### config.mk
export PLATFORM = sky130hd
export DESIGN_NAME = la_axis_arbiter
export DESIGN_NICKNAME = d
export VERILOG_FILES = /design/src/rtl/la_arb_pkg.sv /design/src/rtl/axis_reg_slice.sv /design/src/rtl/la_axis_arbiter.sv
export SDC_FILE = /design/constraint.sdc
export NUM_CORES = 1
export LEC_CHECK = 0
export BUFFER_PORTS_ARGS = -buffer_cell sky130_fd_sc_hd__buf_2
export CORE_ASPECT_RATIO = 1.1
export CORE_MARGIN = 2
export CORE_UTILIZATION = 49
export DETAILED_ROUTE_END_ITERATION = 8
export HOLD_SLACK_MARGIN = 0.05
export PLACE_DENSITY_LB_ADDON = 0.15
export SLEW_MARGIN = 20
export SYNTH_ARGS = -nofsm -noshare
export SYNTH_HDL_FRONTEND = slang
export SYNTH_SLANG_ARGS = --single-unit
### constraint.sdc
create_clock -name axis_clk -period 4.8 [get_ports axis_clk]
set_input_delay 0.72 -clock axis_clk [delete_from_list [all_inputs] [get_ports axis_clk]]
set_output_delay 0.72 -clock axis_clk [all_outputs]
set_load 0.02 [all_outputs]
### src/rtl/la_arb_pkg.sv
// Shared types and helpers for the LA / user-project AXIS arbiter.
package la_arb_pkg;

  localparam int MAX_BURST_DEF = 16;
  localparam int DATA_W_DEF    = 32;
  localparam int USER_W        = 2;

  typedef enum logic [1:0] {
    IDLE = 2'd0,
    GNT0 = 2'd1,
    GNT1 = 2'd2
  } arb_state_e;

  localparam logic [1:0] GRANT_NONE = 2'b00;
  localparam logic [1:0] GRANT_S0   = 2'b01;
  localparam logic [1:0] GRANT_S1   = 2'b10;

  typedef struct packed {
    logic [DATA_W_DEF-1:0]   data;
    logic [DATA_W_DEF/8-1:0] strb;
    logic [DATA_W_DEF/8-1:0] keep;
    logic [USER_W-1:0]       user;
    logic                    last;
  } axis_beat_t;

  // High-priority LA request wins outright; otherwise prefer whoever was not served last.
  function automatic arb_state_e arb_pick(input logic hpri, input logic v0,
                                          input logic v1, input logic last_grant);
    arb_state_e pick;
    pick = IDLE;
    if (hpri && v0)     pick = GNT0;
    else if (v0 && v1)  pick = last_grant ? GNT0 : GNT1;
    else if (v0)        pick = GNT0;
    else if (v1)        pick = GNT1;
    return pick;
  endfunction

  function automatic logic [1:0] grant_of(input arb_state_e s);
    case (s)
      GNT0:    return GRANT_S0;
      GNT1:    return GRANT_S1;
      default: return GRANT_NONE;
    endcase
  endfunction

endpackage

### src/rtl/axis_reg_slice.sv
// Single-entry AXIS output register; accepts a new beat when empty or draining this cycle.
module axis_reg_slice #(
  parameter int W = 8
) (
  input  logic         clk,
  input  logic         rst,
  input  logic [W-1:0] s_data,
  input  logic         s_valid,
  output logic         s_ready,
  output logic [W-1:0] m_data,
  output logic         m_valid,
  input  logic         m_ready
);

  assign s_ready = !m_valid | m_ready;

  always_ff @(posedge clk or posedge rst) begin
    if (rst) begin
      m_valid <= 1'b0;
      m_data  <= '0;
    end else if (s_valid & s_ready) begin
      m_valid <= 1'b1;
      m_data  <= s_data;
    end else if (m_ready) begin
      m_valid <= 1'b0;
    end
  end

endmodule

### src/rtl/la_axis_arbiter.sv
// Packet-granular two-way AXIS arbiter (LA trace vs user stream) with burst limit.
//   state | meaning
//   IDLE  | no grant; arbitrate among valid requesters
//   GNT0  | LA trace stream owns the upstream port
//   GNT1  | user stream owns the upstream port
module la_axis_arbiter
  import la_arb_pkg::*;
#(
  parameter int MAX_BURST = MAX_BURST_DEF,
  parameter int DATA_W    = DATA_W_DEF
) (
  input  logic                axis_clk,
  input  logic                axis_rst,
  input  logic [DATA_W-1:0]   s0_tdata,
  input  logic [DATA_W/8-1:0] s0_tstrb,
  input  logic [DATA_W/8-1:0] s0_tkeep,
  input  logic [1:0]          s0_tuser,
  input  logic                s0_tlast,
  input  logic                s0_tvalid,
  output logic                s0_tready,
  input  logic                s0_hpri_req,
  input  logic [DATA_W-1:0]   s1_tdata,
  input  logic [DATA_W/8-1:0] s1_tstrb,
  input  logic [DATA_W/8-1:0] s1_tkeep,
  input  logic [1:0]          s1_tuser,
  input  logic                s1_tlast,
  input  logic                s1_tvalid,
  output logic                s1_tready,
  output logic [DATA_W-1:0]   m_tdata,
  output logic [DATA_W/8-1:0] m_tstrb,
  output logic [DATA_W/8-1:0] m_tkeep,
  output logic [1:0]          m_tuser,
  output logic                m_tlast,
  output logic                m_tvalid,
  input  logic                m_tready,
  output logic [1:0]          arb_grant,
  output logic                arb_trunc
);

  localparam int         STRB_W   = DATA_W / 8;
  localparam logic [7:0] CNT_LAST = 8'(MAX_BURST - 1);

  typedef struct packed {
    logic [DATA_W-1:0] data;
    logic [STRB_W-1:0] strb;
    logic [STRB_W-1:0] keep;
    logic [USER_W-1:0] user;
    logic              last;
  } beat_t;

  arb_state_e state;
  arb_state_e idle_pick;
  logic       last_grant;
  logic [7:0] beat_cnt;
  logic [1:0] grant_q;
  logic       trunc_q;
  logic       slice_ready;
  logic       acc;
  logic       sel_last;
  logic       eff_last;
  beat_t      sel_beat;
  beat_t      out_beat;

  assign s0_tready = (state == GNT0) & slice_ready;
  assign s1_tready = (state == GNT1) & slice_ready;
  assign acc       = (s0_tvalid & s0_tready) | (s1_tvalid & s1_tready);
  assign sel_last  = (state == GNT1) ? s1_tlast : s0_tlast;
  assign eff_last  = sel_last | (beat_cnt == CNT_LAST);
  assign idle_pick = arb_pick(s0_hpri_req, s0_tvalid, s1_tvalid, last_grant);

  always_comb begin
    if (state == GNT1)
      sel_beat = '{data: s1_tdata, strb: s1_tstrb, keep: s1_tkeep, user: s1_tuser, last: eff_last};
    else
      sel_beat = '{data: s0_tdata, strb: s0_tstrb, keep: s0_tkeep, user: s0_tuser, last: eff_last};
  end

  always_ff @(posedge axis_clk or posedge axis_rst) begin
    if (axis_rst) begin
      state      <= IDLE;
      last_grant <= 1'b1;
      beat_cnt   <= '0;
      grant_q    <= GRANT_NONE;
      trunc_q    <= 1'b0;
    end else begin
      // Truncation is a forced last on a beat the source did not mark as last.
      trunc_q <= acc & eff_last & !sel_last;
      case (state)
        IDLE: begin
          beat_cnt <= '0;
          state    <= idle_pick;
          grant_q  <= grant_of(idle_pick);
        end
        GNT0, GNT1: begin
          if (acc) begin
            if (eff_last) begin
              state      <= IDLE;
              grant_q    <= GRANT_NONE;
              last_grant <= (state == GNT1);
              beat_cnt   <= '0;
            end else begin
              beat_cnt <= beat_cnt + 8'd1;
            end
          end
        end
        default: begin
          state   <= IDLE;
          grant_q <= GRANT_NONE;
        end
      endcase
    end
  end

  axis_reg_slice #(.W($bits(beat_t))) u_slice (
    .clk     (axis_clk),
    .rst     (axis_rst),
    .s_data  (sel_beat),
    .s_valid (acc),
    .s_ready (slice_ready),
    .m_data  (out_beat),
    .m_valid (m_tvalid),
    .m_ready (m_tready)
  );

  assign m_tdata   = out_beat.data;
  assign m_tstrb   = out_beat.strb;
  assign m_tkeep   = out_beat.keep;
  assign m_tuser   = out_beat.user;
  assign m_tlast   = out_beat.last;
  assign arb_grant = grant_q;
  assign arb_trunc = trunc_q;

endmodule
==> results.md <==
* Vias per inst at 4.98
* CP Capture Type: output port
* Sequential area share after synthesis at 0.517
* Post-Syn Nets at 369
* Worst-margin pin slew at 0.737 ns
* Post-DR wirelength/cell at 12.8 um
* Cts bufs inserted at 9
* Routed WL at 6270 um
* Worst Path Max Fanout at 46
* RSZ-0062 raised after global routing: false
* Clk_lat worst skew at 0.32 ns
* Commonest non-fill, non-tap cell in the layout: buf_2
* Setup ws final at 2.16 ns
* Yosys warns at 0
* Global-route wire length before repair at 10600 um
* Initial DRC Count at 118
* Cts hold-fix bufs at 0
* Cells after synthesis at 273
* Setup CP Type: reg -> out
* Fraction of layout cells with a size suffix above 1 at 0.394
* Synth Cell Area at 2810 um^2
* Buffers on Ports at 140
* Gpl congestion at 0.743
* HPWL Detailed at 4740 um
* Core ar. at 5470 um^2
* Predominant post-synthesis flop cell: dfrtp_1
* #FFs+latches synth at 58
* Layout fillers at 450
* Hold slack final at 0.479 ns
* Htree depth at 3
* CTS resizes at 0
* EDFF count, synth at 0
* Count of final max-slew check failures at 0
* Internal Power at 1.27 mW
* Cell Pwr Density at 592 nW/um^2
* Number of cell rows at 28
* Post-synth cell types at 36
* Clk network pwr share at 0.171
* Initial core utilization at 0.514
* CP required at 4.08 ns
* Flop pwr share at 0.358
* Final Critical Period at 2.64 ns
* Vias in the first global route at 2381
* Largest net degree at the start of global routing at 59
* Antenna Violating Nets Remaining at 0
* Root Buffer: clkbuf_8
* Pre-CTS WS at 2.26 ns
* Worst Skew at 0.00190 ns
* Multi-input logic area at 1260 um^2
* Setup violations, final at 0
* Max clock buf depth at 2
* Psw at 0.930 mW
* Asr flop ratio synth at 1.00
* CP Data Arrival Time at 1.92 ns
* CTS tree: built
* First-pass iteration count of the detailed router at 4
* Hold Vio Cnt, Final at 0
* Worst slew margin at 0.507
* Worst hold path class: reg -> reg
* Most frequent cells in the layout: 140 x buf_2, 57 x dfrtp_1, 53 x nand2_1
* Number of I/O pins at 141
* Max VDD drop at 0.349 mV
* Outcome: finished clean
* Antenna diode count at 0
* Antenna violations before repair at 0
* CTS sink count at 58
* Die ar. at 6360 um^2
* Via count at 2437
* Sw Ratio at 0.422
* Total setup buffers inserted after CTS at 0
* Crit path launch type: flip-flop
* Layout area overhead at 32.3%
* Gate power share at 0.471
* Die H at 83.4 um
* Reg area at 1450 um^2
* P_leak at 1.91 nW
* Average size of a mapped cell at 10.3 um^2
* DRC at 0
* Nets at 508
* R2R Setup Slk at 2.27 ns
* Clock slew at reported path FFs at 0.06 ns
* Setup TNS at 0 ns
* Crit share post-route at 0.551
* Max-cap viol count at 0
* Die X-Extent at 76.2 um
* GR Overflow Total at 0
* Total Routing Usage GR at 0.209
* Fmax at 378 MHz
sequential cells by signal, summed over array words and instances, names as in the netlist:
register and flops:
u_slice.m_data 43, beat_cnt 8, arb_grant 2, state 2, arb_trunc 1, last_grant 1, u_slice.m_valid 1
kinds of logic after synthesis:
family / after synthesis / share of synthesized area
xor gates and xnor gates: 1 / 0.00312
muxes: 48 / 0.174
adders and majority gates: 4 / 0.0178
buffers and inverters: 22 / 0.0352
AOI/OAI and AO/OA: 62 / 0.127
and+or+nand+nor: 78 / 0.126
DFF: 58 / 0.517
cells in the mapped netlist, drive strengths merged, types with 2 or more instances:
cell type,count,area share
dfrtp,57,0.51
nand2,54,0.072
o21ai,47,0.085
mux2i,44,0.16
buf,10,0.019
inv,7,0.0094
clkbuf,5,0.0067
nor3,5,0.011
o211ai,5,0.013
ha,4,0.018
mux2,4,0.017
a31oi,3,0.0067
and2,3,0.0067
nand3,3,0.0053
a21oi,2,0.0076
and3,2,0.0045
nand4,2,0.0045
nor2,2,0.0027
nor2b,2,0.0045
o21a,2,0.0053
worst max-delay path, stage by stage (launching register included):
cell and delay [ns]:
dfrtp_1 0.40, inv_1 0.09, ha_2 0.18, buf_4 0.55
and2_1 0.22, buf_2 0.16
per-layer routing:
metal,vias to the layer above,wire length (um),part of all wire,GRT usage
li1,1227,-,-,-
met1,1094,2670,0.43,0.251
met2,95,3000,0.48,0.340
met3,21,381,0.061,0.0522
met4,0,221,0.035,0.124
met5,-,0,0,0
power by group through the flow:
stage	registers, mW	logic, mW	clock network [mW]
global placement	0.791	1.03	0
finish	0.789	1.04	0.376
detailed placement	0.795	1.06	0
CTS	0.792	1.05	0.389
floorplan	1.01	0.511	0
global route	0.815	1.14	0.408
path summary, 6_finish.rpt:
path | startpoint | to | depth (start not counted)
max | state[0] | s1_tready | 5
min | u_slice.m_data[13] | u_slice.m_data[13] | 2
max reg2reg | state[0] | arb_grant[0] | 7
min reg2reg | u_slice.m_data[13] | u_slice.m_data[13] | 2
max in group asynchronous | axis_rst | u_slice.m_data[17] | 3
min in group asynchronous | axis_rst | u_slice.m_data[2] | 3
per-stage QoR:
stage               area, um^2  total power [mW]  cells   util
detailed placement        3560              1.85    476  0.651
global route              3720              2.37    489  0.680
global placement          3560              1.82    476  0.651
finish                    3720              2.20    489  0.680
floorplan                 2810              1.52    273      -
CTS                       3720              2.23    489  0.680
layout make-up:
class,instances,share of cell area
clock buffers,13,0.0427
inverters,7,0.00707
multi-input cells,193,0.340
flip-flops and latches,58,0.391
well taps,75,0.0252
repair buffers,143,0.194
Power figures use the tool's default switching activity.
